==> src/rtl/core_pkg.sv <==
// Shared core types and constants: datapath widths, pipeline stage indices
// and the RAW scoreboard entry.
package core_pkg;

  localparam int XLEN    = 32;
  localparam int RADDR_W = 5;

  localparam int STAGE_EX  = 0;
  localparam int STAGE_MEM = 1;
  localparam int STAGE_WB  = 2;

  typedef struct packed {
    logic               vld;
    logic [RADDR_W-1:0] rd;
    logic               we;
    logic               ld;
  } sb_entry_t;

endpackage

==> src/rtl/raw_fwd_select.sv <==
// Per-source RAW resolver: finds the youngest in-flight writer of src and
// either forwards its stage result or reports a not-yet-ready hazard.
module raw_fwd_select
  import core_pkg::*;
#(
  parameter int XLEN       = core_pkg::XLEN,
  parameter int DEPTH      = STAGE_WB + 1,
  parameter int ALU_READY  = STAGE_EX,
  parameter int LOAD_READY = STAGE_MEM
) (
  input  logic [core_pkg::RADDR_W-1:0] src,
  input  logic                         used,
  input  sb_entry_t [DEPTH-1:0]        sb,
  input  logic [DEPTH*XLEN-1:0]        stage_data,
  output logic                         hazard,
  output logic                         fwd_en,
  output logic [XLEN-1:0]              fwd_data
);

  // NOTE: every always_comb output gets a default first so no path leaves it
  // unassigned; otherwise synthesis infers a latch.
  always_comb begin
    hazard   = 1'b0;
    fwd_en   = 1'b0;
    fwd_data = '0;
    // Oldest to youngest: the last match written is the youngest producer.
    for (int i = DEPTH - 1; i >= 0; i--) begin
      if (used && (src != '0) && sb[i].vld && sb[i].we && (sb[i].rd == src)) begin
        if (i >= (sb[i].ld ? LOAD_READY : ALU_READY)) begin
          hazard   = 1'b0;
          fwd_en   = 1'b1;
          fwd_data = stage_data[i*XLEN +: XLEN];
        end else begin
          hazard   = 1'b1;
          fwd_en   = 1'b0;
          fwd_data = '0;
        end
      end
    end
  end

endmodule

==> src/rtl/raw_hazard_unit.sv <==
// RAW hazard tracker and forwarding unit: shift-register scoreboard behind
// decode, per-source forwarding and load-use stall. Optional RAW_HAZ_PERF_EN
// adds saturating stall / forward event counters.
module raw_hazard_unit
  import core_pkg::*;
#(
  parameter int XLEN       = core_pkg::XLEN,
  parameter int RADDR_W    = core_pkg::RADDR_W,
  parameter int DEPTH      = STAGE_WB + 1,
  parameter int ALU_READY  = STAGE_EX,
  parameter int LOAD_READY = STAGE_MEM
) (
  input  logic                    clk,
  input  logic                    rst,
  input  logic                    flush,
  input  logic                    id_valid,
  input  logic [RADDR_W-1:0]      id_rs1,
  input  logic [RADDR_W-1:0]      id_rs2,
  input  logic                    id_rs1_used,
  input  logic                    id_rs2_used,
  input  logic [RADDR_W-1:0]      id_rd,
  input  logic                    id_rd_we,
  input  logic                    id_is_load,
  input  logic [DEPTH*XLEN-1:0]   stage_data,
  output logic                    stall,
  output logic                    fwd1_en,
  output logic [XLEN-1:0]         fwd1_data,
  output logic                    fwd2_en,
  output logic [XLEN-1:0]         fwd2_data
`ifdef RAW_HAZ_PERF_EN
  ,
  output logic [31:0]             perf_stall_cnt,
  output logic [31:0]             perf_fwd_cnt
`endif
);

  if (LOAD_READY >= DEPTH || ALU_READY > LOAD_READY || ALU_READY < 0) begin : g_bad_ready
    $error("raw_hazard_unit: need 0 <= ALU_READY <= LOAD_READY < DEPTH");
  end
  if (RADDR_W != core_pkg::RADDR_W) begin : g_bad_raddr
    $error("raw_hazard_unit: RADDR_W must match core_pkg::RADDR_W");
  end

  sb_entry_t [DEPTH-1:0] sb_q;
  logic                  haz1;
  logic                  haz2;

  // NOTE: the scoreboard is cleared by reset even though it is storage:
  // a stale vld bit would otherwise raise phantom stalls after reset.
  // NOTE: sequential state uses non-blocking assignments so the shift reads
  // every entry's pre-edge value.
  always_ff @(posedge clk or negedge rst) begin
    if (!rst) begin
      sb_q <= '0;
    end else if (flush) begin
      sb_q <= '0;
    end else begin
      for (int i = DEPTH - 1; i > 0; i--) begin
        sb_q[i] <= sb_q[i-1];
      end
      sb_q[0] <= '{vld: id_valid & ~stall, rd: id_rd, we: id_rd_we, ld: id_is_load};
    end
  end

  raw_fwd_select #(
    .XLEN(XLEN), .DEPTH(DEPTH), .ALU_READY(ALU_READY), .LOAD_READY(LOAD_READY)
  ) u_sel_rs1 (
    .src(id_rs1), .used(id_rs1_used), .sb(sb_q), .stage_data(stage_data),
    .hazard(haz1), .fwd_en(fwd1_en), .fwd_data(fwd1_data)
  );

  raw_fwd_select #(
    .XLEN(XLEN), .DEPTH(DEPTH), .ALU_READY(ALU_READY), .LOAD_READY(LOAD_READY)
  ) u_sel_rs2 (
    .src(id_rs2), .used(id_rs2_used), .sb(sb_q), .stage_data(stage_data),
    .hazard(haz2), .fwd_en(fwd2_en), .fwd_data(fwd2_data)
  );

  assign stall = id_valid & (haz1 | haz2);

`ifdef RAW_HAZ_PERF_EN
  logic [32:0] fwd_sum;

  always_comb begin
    fwd_sum = {1'b0, perf_fwd_cnt} + 33'(fwd1_en) + 33'(fwd2_en);
  end

  // Counters ignore flush: they measure the pipeline, not the instruction stream.
  always_ff @(posedge clk or negedge rst) begin
    if (!rst) begin
      perf_stall_cnt <= '0;
      perf_fwd_cnt   <= '0;
    end else begin
      if (stall && (perf_stall_cnt != '1)) begin
        perf_stall_cnt <= perf_stall_cnt + 32'd1;
      end
      if (id_valid && !stall) begin
        perf_fwd_cnt <= fwd_sum[32] ? '1 : fwd_sum[31:0];
      end
    end
  end
`endif

endmodule

==> config.mk <==
export PLATFORM = sky130hd
export DESIGN_NAME = raw_hazard_unit
export DESIGN_NICKNAME = d
export VERILOG_FILES = /design/src/rtl/core_pkg.sv /design/src/rtl/raw_fwd_select.sv /design/src/rtl/raw_hazard_unit.sv
export SDC_FILE = /design/constraint.sdc
export NUM_CORES = 1
export LEC_CHECK = 0
export CAP_MARGIN = 15
export CELL_PAD_IN_SITES_DETAIL_PLACEMENT = 0
export CELL_PAD_IN_SITES_GLOBAL_PLACEMENT = 1
export CORE_UTILIZATION = 26
export CTS_CLUSTER_DIAMETER = 50
export DETAILED_ROUTE_END_ITERATION = 10
export GPL_ROUTABILITY_DRIVEN = 0
export PLACE_DENSITY = 0.95
export SYNTH_ARGS = -nofsm -noshare
export SYNTH_HDL_FRONTEND = slang
export SYNTH_SLANG_ARGS = --single-unit
==> constraint.sdc <==
create_clock -name clk -period 4.67 [get_ports clk]
set_input_delay 0.467 -clock clk [delete_from_list [all_inputs] [get_ports clk]]
set_output_delay 0.467 -clock clk [all_outputs]
set_load 0.01 [all_outputs]
==> results.sh, run 1 <==
export IMPL_clock_path_buffers=2
export IMPL_finalHoldViolCount=0
export IMPL_synth_area_leaders="dfrtp_1, a21oi_1, nand3_1"
export IMPL_finalSetupViolCount=0
export IMPL_clkPwrFrac=0.252
export IMPL_peakVddDrop_uv=205
export IMPL_clock_skew_ns=0.00175
export IMPL_arrival_ns=3.57
export IMPL_tritoncts="yes"
export IMPL_critPathLaunch="id_rs1[0]"
export IMPL_clk_pin_slew_worst_paths_ns=0.08
export IMPL_grt_max_degree=51
export IMPL_power_switching_w=0.000152
export IMPL_fin_crit_sh=0.864
export IMPL_core_area_um2=10800
export IMPL_rrSetupSlack_ns=2.69
export IMPL_cts_buffers=3
export IMPL_htree_num_levels=1
export IMPL_grt_setup_unrepaired="false"
export IMPL_grt_ovfl_total=0
export IMPL_muxShareOfSynthArea=0
export IMPL_antenna_found_initial=0
export IMPL_grt_pass1_wl_mm=19.4
export IMPL_placementRows=38
export IMPL_ys_types=36
export IMPL_r2r_end="sb_q[7]"
export IMPL_hpwlAfterDp_mm=9.37
export IMPL_die_height_um=107
export IMPL_holdBufCountCts=0
export IMPL_cts_sinks=22
export IMPL_vias=3937
export IMPL_regMostFlops="sb_q"
export IMPL_p_leak_nw=1.72
export IMPL_grtUsageTotal=0.210
export IMPL_status="finished, final reports clean"
export IMPL_postCtsSetupBuffers=0
export IMPL_swShare=0.283
export IMPL_setup_tns_ns=0
export IMPL_yosys_area_share_simple=0.334
export IMPL_synth_compound_area_frac=0.300
export IMPL_ctsResizeCount=0
export IMPL_viasPerCell=5.47
export IMPL_hold_class="flop to flop"
export IMPL_rr_startpoint="sb_q[6]"
export IMPL_combPwrFrac=0.367
export IMPL_first_pass_iters=5
export IMPL_grt_pass1_vias=3909
export IMPL_avgRoutedWirePerCell_um=17.4
export IMPL_max_freq_ghz=0.248
export IMPL_largest_reg_flops=22
export IMPL_yosysWarnings=0
export IMPL_die_area_um2=11500
export IMPL_n_fill_cell=1083
export IMPL_areaGrowthSynthToFinish_pct=68.5
export IMPL_worstHoldEndpoint="sb_q[23]"
export IMPL_syn_num_nets=538
export IMPL_hold_path_depth=1
export IMPL_synth_xor_area_share=0.0915
export IMPL_finalMaxSlewViolations=0
export IMPL_end_kind="output port"
export IMPL_layout_drive_gt1_share=0.0517
export IMPL_syn_area_per_cell_um2=6.86
export IMPL_fin_nets=700
export IMPL_synthesis_area_um2=2870
export IMPL_synthArstFlopShare=1.00
export IMPL_start_util=0.266
export IMPL_crit_required_ns=4.20
export IMPL_antenna_cells=0
export IMPL_intPower_w=0.000387
export IMPL_r2r_cells=5
export IMPL_clk_latency_ns=0.26
export IMPL_synth_edf_count=0
export IMPL_ys_flop_type="dfrtp_1"
export IMPL_drc=0
export IMPL_ys_seq_area_frac=0.192
export IMPL_period_needed_ns=4.03
export IMPL_hp_start="sb_q[15]"
export IMPL_synth_top_family_by_area="simple AND/OR/NAND/NOR gates"
export IMPL_initialDrtViolationCount=319
export IMPL_synth_top_area_frac=0.192
export IMPL_die_w_um=107
export IMPL_crit_fanout=16
export IMPL_worst_pin_slew_ns=0.954
export IMPL_top_regs="sb_q: 22 flops"
export IMPL_syn_inst=419
export IMPL_synth_top_cell_by_area="dfrtp_1"
export IMPL_port_buffers=185
export IMPL_cts_root_buf="clkbuf_8"
export IMPL_drt_total_wl_mm=12.5
export IMPL_crit_type="input port to output port"
export IMPL_boundaryPins=186
export IMPL_startpoint_type="input port"
export IMPL_p_per_area_nw_per_um2=111
export IMPL_ys_ff_latch=22
export IMPL_antenna_left=0
export IMPL_synthAdderAreaFrac=0
export IMPL_slew_headroom=0.362
export IMPL_power_w=0.000539
export IMPL_cap_viol_max_count=0
export IMPL_seqPwrFrac=0.381
## cells by family after synthesis
logic type	after synthesis
AO/OA/AOI/OAI	142
XOR/XNOR	30
buffers and inverters	44
flip-flops	22
AND/OR/NAND/NOR	181
## power groups by stage
stage          Sequential, W  Clock, W  Combinational (W)
2_1_floorplan       0.000206         0          0.0000596
3_3_place_gp        0.000209         0           0.000192
3_5_place_dp        0.000209         0           0.000195
4_1_cts             0.000205  0.000137           0.000196
5_1_grt             0.000206  0.000145           0.000210
6_report            0.000205  0.000136           0.000198
## metal layers
| metal | GRT usage | vias to the layer above | wire length (um) |
|---|---|---|---|
| li1 | - | 1865 | - |
| met1 | 0.229 | 1841 | 4860 |
| met2 | 0.401 | 201 | 6360 |
| met3 | 0.0389 | 30 | 981 |
| met4 | 0.0695 | 0 | 310 |
| met5 | 0 | - | 0 |
## stage by stage
stage / setup slack (ns) / cell area (um^2) / hold slack (ns) / util / std cells
after global routing: 0.478 / 4840 / 0.535 / 0.448 / 720
after detailed placement: 0.608 / 4780 / 0.479 / 0.443 / 716
after floorplan: 2.16 / 2870 / 0.171 / - / 419
final: 0.636 / 4840 / 0.495 / 0.448 / 720
after CTS: 0.626 / 4840 / 0.496 / 0.448 / 720
after global placement: 0.668 / 4780 / 0.468 / 0.443 / 716
## area by class of cell
class	count	area (um^2)	area share
Clock buffer	4	55.1	0.0114
Inverter	2	7.51	0.00155
Multi-Input combinational cell	353	2090	0.433
Sequential cell	22	551	0.114
Tap cell	140	175	0.0362
Timing Repair Buffer	199	1960	0.404
## Yosys cell counts, types with 8 or more instances
master,number
xnor2_1,8
nand3_1,63
xor2_1,22
a21oi_1,83
a31oi_1,36
nor2b_1,27
clkbuf_1,20
nand2_1,41
buf_2,11
nand4_1,9
nor2_1,23
dfrtp_1,22
## cells in the final DEF, fill, tap and decap left out, types with 2 or more instances in the layout
cell type and count:
a21oi_1 83, a22oi_1 4, a31oi_1 36, a32oi_1 2
a41oi_1 5, and3_1 5, buf_4 14, clkbuf_8 4
clkdlybuf4s50_1 185, dfrtp_1 22, nand2_1 41, nand3_1 62
nand3_2 2, nand4_1 9, nor2_1 23, nor2b_1 27
nor4_4 3, o21a_1 2, o311a_1 6, or4_1 2
xnor2_1 8, xor2_1 22
## critical path, stage by stage
cell,delay [ns]
clkdlybuf4s50_1,0.51
xor2_1,0.22
nor4_4,0.56
and3_1,0.73
buf_4,0.28
nand2_1,0.06
a31oi_1,0.18
clkdlybuf4s50_1,0.57
## worst max path at each step
stage,endpoint,slack [ns]
4_1_cts,fwd1_data[7],0.63
3_3_place_gp,fwd1_data[9],0.67
2_1_floorplan,fwd2_data[13],2.16
5_1_grt,fwd1_data[12],0.48
6_report,fwd1_data[7],0.64
3_5_place_dp,fwd1_data[7],0.61
(Power assumes the default switching activity.)
==> run 2: changes to the inputs <==
Settings changed: ABC_AREA set to 1, CORE_MARGIN set to 1.5.
==> run 2 against run 1 <==
  * Critical path depth rose by 3
  * Combinational power is 7% higher
  * Synthesized area up 19%
  * Sequential cell count stayed put
  * Clock power increased by 76%
  * Clock skew barely moved
  * Core utilization shrank 1.5 points
  * Non-clock buffer count fell by 1
  * Critical path type unchanged
  * Register-to-register slack better by 0.11 ns
  * First-iteration DRC count grew 60%
  * Largest cell class unchanged
  * Via count rose by 25%
==> results.sh, run 2 <==
export IMPL_grt_max_degree=61
export IMPL_tritoncts="yes"
export IMPL_placementRows=41
export IMPL_dpl_instance_area_um2=5390
export IMPL_p_per_area_nw_per_um2=119
export IMPL_fin_crit_sh=0.785
export IMPL_finalMaxSlewViolations=0
export IMPL_post_synth_top_count_cell="nand2_1"
export IMPL_crit_type="input port to output port"
export IMPL_viasPerCell=4.70
export IMPL_synth_top_cell_by_area="nand2_1"
export IMPL_antenna_left=0
export IMPL_cap_viol_max_count=0
export IMPL_grt_pass1_wl_mm=24.2
export IMPL_synth_top_area_frac=0.251
export IMPL_ys_ff_latch=22
export IMPL_first_pass_iters=6
export IMPL_core_area_um2=12700
export IMPL_die_height_um=117
export IMPL_cts_root_buf="clkbuf_16"
export IMPL_slowest_delay_ns=0.60
export IMPL_cpMaxStageDelayCell="clkdlybuf4s50_1"
export IMPL_hold_class="input port to asynchronous set/reset pin"
export IMPL_max_freq_ghz=0.273
export IMPL_crit_family="buffers and inverters"
export IMPL_cts_buffers=3
export IMPL_worst_pin_slew_ns=0.852
export IMPL_busiest_layer="met2"
export IMPL_antenna_cells=0
export IMPL_grt_setup_unrepaired="false"
export IMPL_cts_sinks=22
export IMPL_htree_num_levels=1
export IMPL_die_area_um2=13800
export IMPL_design_area_um2=5520
export IMPL_met1_usage=0.292
export IMPL_ys_flop_type="dfrtp_1"
export IMPL_syn_num_nets=827
export IMPL_crit_fanout=21
export IMPL_cp_cell_sequence="clkdlybuf4s50_1 > inv_2 > o21ai_0 > nor2_1 > nand2_1 > nor2_2 > nor2_2 > buf_4 > nand2_1 > nand3_1 > clkdlybuf4s50_1"
export IMPL_drt_total_wl_mm=14.9
export IMPL_clk_pin_slew_worst_paths_ns=0.06
export IMPL_yosysWarnings=0
export IMPL_syn_area_per_cell_um2=4.81
export IMPL_largest_reg_flops=22
export IMPL_avgRoutedWirePerCell_um=14.3
export IMPL_slew_headroom=0.430
export IMPL_postCtsSetupBuffers=0
export IMPL_grtUsageTotal=0.212
export IMPL_synth_commonest_cells="nand2_1, nor2_1, nand3_1"
export IMPL_holdBufCountCts=0
export IMPL_synth_edf_count=0
export IMPL_crit_required_ns=4.20
export IMPL_top_regs="sb_q: 22 flops"
export IMPL_worst_path_buf_inv=4
export IMPL_end_kind="output port"
export IMPL_mostFrequentLayoutCells="nand2_1, nor2_1, clkdlybuf4s50_1, nand3_1, inv_1"
export IMPL_drc=0
export IMPL_p_leak_nw=2.78
export IMPL_n_fill_cell=1404
export IMPL_initialDrtViolationCount=510
export IMPL_die_w_um=117
export IMPL_fin_nets=992
export IMPL_synth_area_leaders="nand2_1, nor2_1, dfrtp_1"
export IMPL_final_common_cell="nand2_1"
export IMPL_regMostFlops="sb_q"
export IMPL_grt_util_met2=0.364
export IMPL_arrival_ns=3.20
export IMPL_port_buffers=185
export IMPL_rrSetupSlack_ns=2.80
export IMPL_peakVddDrop_uv=137
export IMPL_syn_inst=708
export IMPL_clock_path_buffers=2
export IMPL_grt_ovfl_total=0
export IMPL_ys_types=23
export IMPL_ys_seq_area_frac=0.162
export IMPL_synthesis_area_um2=3410
export IMPL_grt_pass1_vias=4616
export IMPL_areaGrowthSynthToFinish_pct=62.0
export IMPL_boundaryPins=186
export IMPL_period_needed_ns=3.67
export IMPL_setup_tns_ns=0
export IMPL_hpwlAfterDp_mm=10.8
export IMPL_status="finished, final reports clean"
export IMPL_ctsResizeCount=0
export IMPL_clock_skew_ns=0.00192
export IMPL_clk_latency_ns=0.25
export IMPL_grtUsageMet3=0.0228
export IMPL_antenna_found_initial=0
export IMPL_layout_drive_gt1_share=0.0390
export IMPL_start_util=0.268
export IMPL_vias=4910
export IMPL_finalSetupViolCount=0
export IMPL_startpoint_type="input port"
export IMPL_finalHoldViolCount=0
export IMPL_synthArstFlopShare=1.00
==> run 2: cell count changes after synthesis, sizes merged, moves of 6 or more <==
cell   previous run  this run
nand2            41       228
nor2             23       199
a21oi            83         4
inv               2        80
nand3            64       108
a31oi            36         1
nor2b            27         0
xor2             22         0
o311a             6         0
==> run 2: worst paths after layout <==
| kind | from | to | cells after the start |
|---|---|---|---|
| hold / removal | rst | sb_q[2] | 1 |
| max in group asynchronous | rst | sb_q[18] | 2 |
| setup reg to reg | sb_q[3] | sb_q[7] | 8 |
| hold reg to reg | sb_q[15] | sb_q[23] | 2 |
| min in group clk | sb_q[15] | sb_q[23] | 2 |
| setup / recovery | id_rs1[3] | fwd1_data[8] | 11 |
==> run 2: layout make-up <==
| cell class | count | area (um^2) | area share |
|---|---|---|---|
| multi-input combinational | 567 | 2380 | 0.430 |
| timing repair buffer | 198 | 1970 | 0.357 |
| sequential | 22 | 551 | 0.0997 |
| inverter | 81 | 304 | 0.0551 |
| tap | 172 | 215 | 0.0390 |
| clock buffer | 3 | 75.1 | 0.0136 |
| clock inverter | 1 | 30.0 | 0.00544 |
==> run 2: cell families (layout without fill, tap and decap cells) <==
kind of cell | Yosys count | in the layout | share of synthesized area
simple gates | 549 | 549 | 0.664
buf+inv | 119 | 283 | 0.141
flops | 22 | 22 | 0.162
compound gates | 12 | 12 | 0.0180
xor+xnor | 6 | 6 | 0.0154
==> run 2: worst register-to-register path: stages, from the launching register on <==
cell,delay [ns]
dfrtp_1,0.43
inv_1,0.11
nand2_1,0.06
nand2_1,0.05
nand2_1,0.08
nor2_2,0.16
nand3_4,0.28
nor2_1,0.47
nor3_1,0.10
==> run 2: routing by layer <==
metal / up-vias / share of wire
met5: - / 0
met4: 0 / 0.012
met3: 13 / 0.071
met2: 215 / 0.46
met1: 2197 / 0.46
li1: 2485 / -
==> run 2: where the power goes <==
| part | internal, W | switching (W) |
|---|---|---|
| Sequential | 0.000198 | 0.00000677 |
| Combinational | 0.000117 | 0.0000937 |
| Clock | 0.000170 | 0.0000695 |
| Total | 0.000486 | 0.000170 |
==> run 2: through the flow <==
| step | power [W] | hold WS [ns] | worst slack [ns] | std cells | util |
|---|---|---|---|---|---|
| finish | 0.000656 | 0.471 | 1.00 | 1044 | 0.434 |
| global route | 0.000690 | 0.485 | 0.779 | 1044 | 0.434 |
| CTS | 0.000656 | 0.486 | 0.989 | 1043 | 0.432 |
| detailed placement | 0.000415 | 0.476 | 0.995 | 1039 | 0.423 |
| global placement | 0.000415 | 0.469 | 0.991 | 1039 | 0.423 |
| floorplan | 0.000278 | 0.171 | 2.73 | 708 | - |
==> run 3: changes to the inputs <==
Settings changed: CORE_UTILIZATION 26 to 24, PLACE_DENSITY 0.95 to 0.93.
Clock period 4.67 ns to 3.75 ns, I/O delays scaled along.
==> run 3 against run 2 <==
  * Core utilization decreased by 3.3 points
  * Global-route usage decreased by 2.2 points
  * Wire length increased by 0.29%
  * Sequential share of layout area decreased by 0.072 points
  * Highest routed layer unchanged
  * Largest power group unchanged
==> results.sh, run 3 (synthesis gave the netlist of run 2 again) <==
export IMPL_holdBufCountCts=0
export IMPL_grtUsageTotal=0.189
export IMPL_top_regs="sb_q: 22 flops"
export IMPL_initialDrtViolationCount=330
export IMPL_crit_type="input port to output port"
export IMPL_cap_viol_max_count=0
export IMPL_antenna_cells=0
export IMPL_end_kind="output port"
export IMPL_antenna_found_initial=0
export IMPL_finalMaxSlewViolations=0
export IMPL_clk_pin_slew_worst_paths_ns=0.06
export IMPL_rrSetupSlack_ns=2.07
export IMPL_hp_start="sb_q[15]"
export IMPL_die_area_um2=14900
export IMPL_viasPerCell=4.56
export IMPL_die_height_um=122
export IMPL_vias=4816
export IMPL_grt_pass1_wl_mm=22.5
export IMPL_grt_max_degree=44
export IMPL_regMostFlops="sb_q"
export IMPL_peakVddDrop_uv=209
export IMPL_p_leak_nw=2.80
export IMPL_drt_total_wl_mm=14.9
export IMPL_status="finished, final reports clean"
export IMPL_core_area_um2=13900
export IMPL_preCtsSetupSlack_ns=0.419
export IMPL_clock_skew_ns=0.00267
export IMPL_placementRows=43
export IMPL_final_common_cell="nand2_1"
export IMPL_clock_path_buffers=2
export IMPL_arrival_ns=2.90
export IMPL_r2r_cells=8
export IMPL_antenna_left=0
export IMPL_cts_root_buf="clkbuf_16"
export IMPL_fin_nets=997
export IMPL_tritoncts="yes"
export IMPL_rr_startpoint="sb_q[3]"
export IMPL_layout_drive_gt1_share=0.0445
export IMPL_mostFrequentLayoutCells="nand2_1, nor2_1, clkdlybuf4s50_1, nand3_1, inv_1"
export IMPL_period_needed_ns=3.28
export IMPL_avgRoutedWirePerCell_um=14.1
export IMPL_ctsResizeCount=0
export IMPL_max_freq_ghz=0.305
export IMPL_hold_path_depth=2
export IMPL_drc=0
export IMPL_postCtsSetupBuffers=0
export IMPL_startpoint_type="input port"
export IMPL_start_util=0.245
export IMPL_largest_reg_flops=22
export IMPL_areaGrowthSynthToFinish_pct=63.2
export IMPL_port_buffers=185
export IMPL_fin_crit_sh=0.874
export IMPL_n_fill_cell=1510
export IMPL_r2r_end="sb_q[7]"
export IMPL_setup_slack_ns=0.474
export IMPL_final_cells=1057
export IMPL_hold_class="flop to flop"
export IMPL_clk_latency_ns=0.25
export IMPL_finalSetupViolCount=0
export IMPL_crit_required_ns=3.38
export IMPL_finalHoldViolCount=0
export IMPL_grt_pass1_vias=4452
export IMPL_grt_ovfl_total=0
export IMPL_worstHoldEndpoint="sb_q[23]"
export IMPL_cts_buffers=3
export IMPL_boundaryPins=186
export IMPL_die_w_um=122
export IMPL_cts_sinks=22
export IMPL_setup_tns_ns=0
export IMPL_crit_fanout=22
export IMPL_htree_num_levels=1
export IMPL_p_per_area_nw_per_um2=146
export IMPL_slew_headroom=0.366
export IMPL_dp_cells=1053
export IMPL_worst_pin_slew_ns=0.949
export IMPL_first_pass_iters=5
export IMPL_grt_setup_unrepaired="false"
export IMPL_hpwlAfterDp_mm=11.1
-- run 3: cell types whose count changed in the layout (fill, tap and decap cells not counted) --
| cell | change |
|---|---|
| buf_4 | +5 |
| buf_16 | -1 |
| buf_12 | +1 |
-- run 3: power by group --
| part | switching, W | internal [W] | total, W | leakage (nW) |
|---|---|---|---|---|
| Combinational | 0.000116 | 0.000144 | 0.000260 | 2.45 |
| Sequential | 0.00000903 | 0.000247 | 0.000256 | 0.293 |
| Clock | 0.0000838 | 0.000212 | 0.000296 | 0.0511 |
-- run 3: how the worst max path moves through the flow --
stage	start	endpoint	slack, ns	cells past startpoint
global placement	id_rs2[4]	fwd2_en	0.41	9
CTS	id_rs2[3]	fwd2_en	0.42	9
finish	id_rs2[3]	fwd2_en	0.47	9
global route	id_rs2[3]	fwd2_en	0.26	9
detailed placement	id_rs2[3]	fwd2_en	0.42	9
floorplan	sb_q[3]	fwd2_data[10]	1.98	12
-- run 3: worst max-delay path: stages --
cell             delay [ns]
clkdlybuf4s50_1        0.56
inv_2                  0.09
a21oi_1                0.16
nand2_1                0.07
nor2_1                 0.23
nand3_1                0.15
buf_4                  0.26
a31oi_1                0.39
clkdlybuf4s50_1        0.61
-- run 3: per-layer routing --
| metal | track usage | up-vias | wire length [um] |
|---|---|---|---|
| li1 | - | 2489 | - |
| met1 | 0.239 | 2087 | 6440 |
| met2 | 0.351 | 224 | 7120 |
| met3 | 0.0211 | 16 | 1180 |
| met4 | 0.0291 | 0 | 193 |
| met5 | 0 | - | 0 |
-- run 3: metrics by stage --
step | hold WS (ns) | total power (W) | util | instance area [um^2]
final | 0.487 | 0.000811 | 0.401 | 5560
after global routing | 0.505 | 0.000852 | 0.401 | 5560
after CTS | 0.491 | 0.000816 | 0.401 | 5560
after detailed placement | 0.474 | 0.000518 | 0.393 | 5460
after global placement | 0.467 | 0.000519 | 0.393 | 5460
after floorplan | 0.0794 | 0.000346 | - | 3410
-- run 3: area by class of cell --
cell class / count / area (um^2) / area share
flip-flops and latches: 22 / 551 / 0.0990
clock inverters: 1 / 30.0 / 0.00540
clock buffers: 3 / 75.1 / 0.0135
multi-input cells: 567 / 2380 / 0.427
well taps: 180 / 225 / 0.0405
inverters: 81 / 304 / 0.0547
repair buffers: 203 / 2000 / 0.360
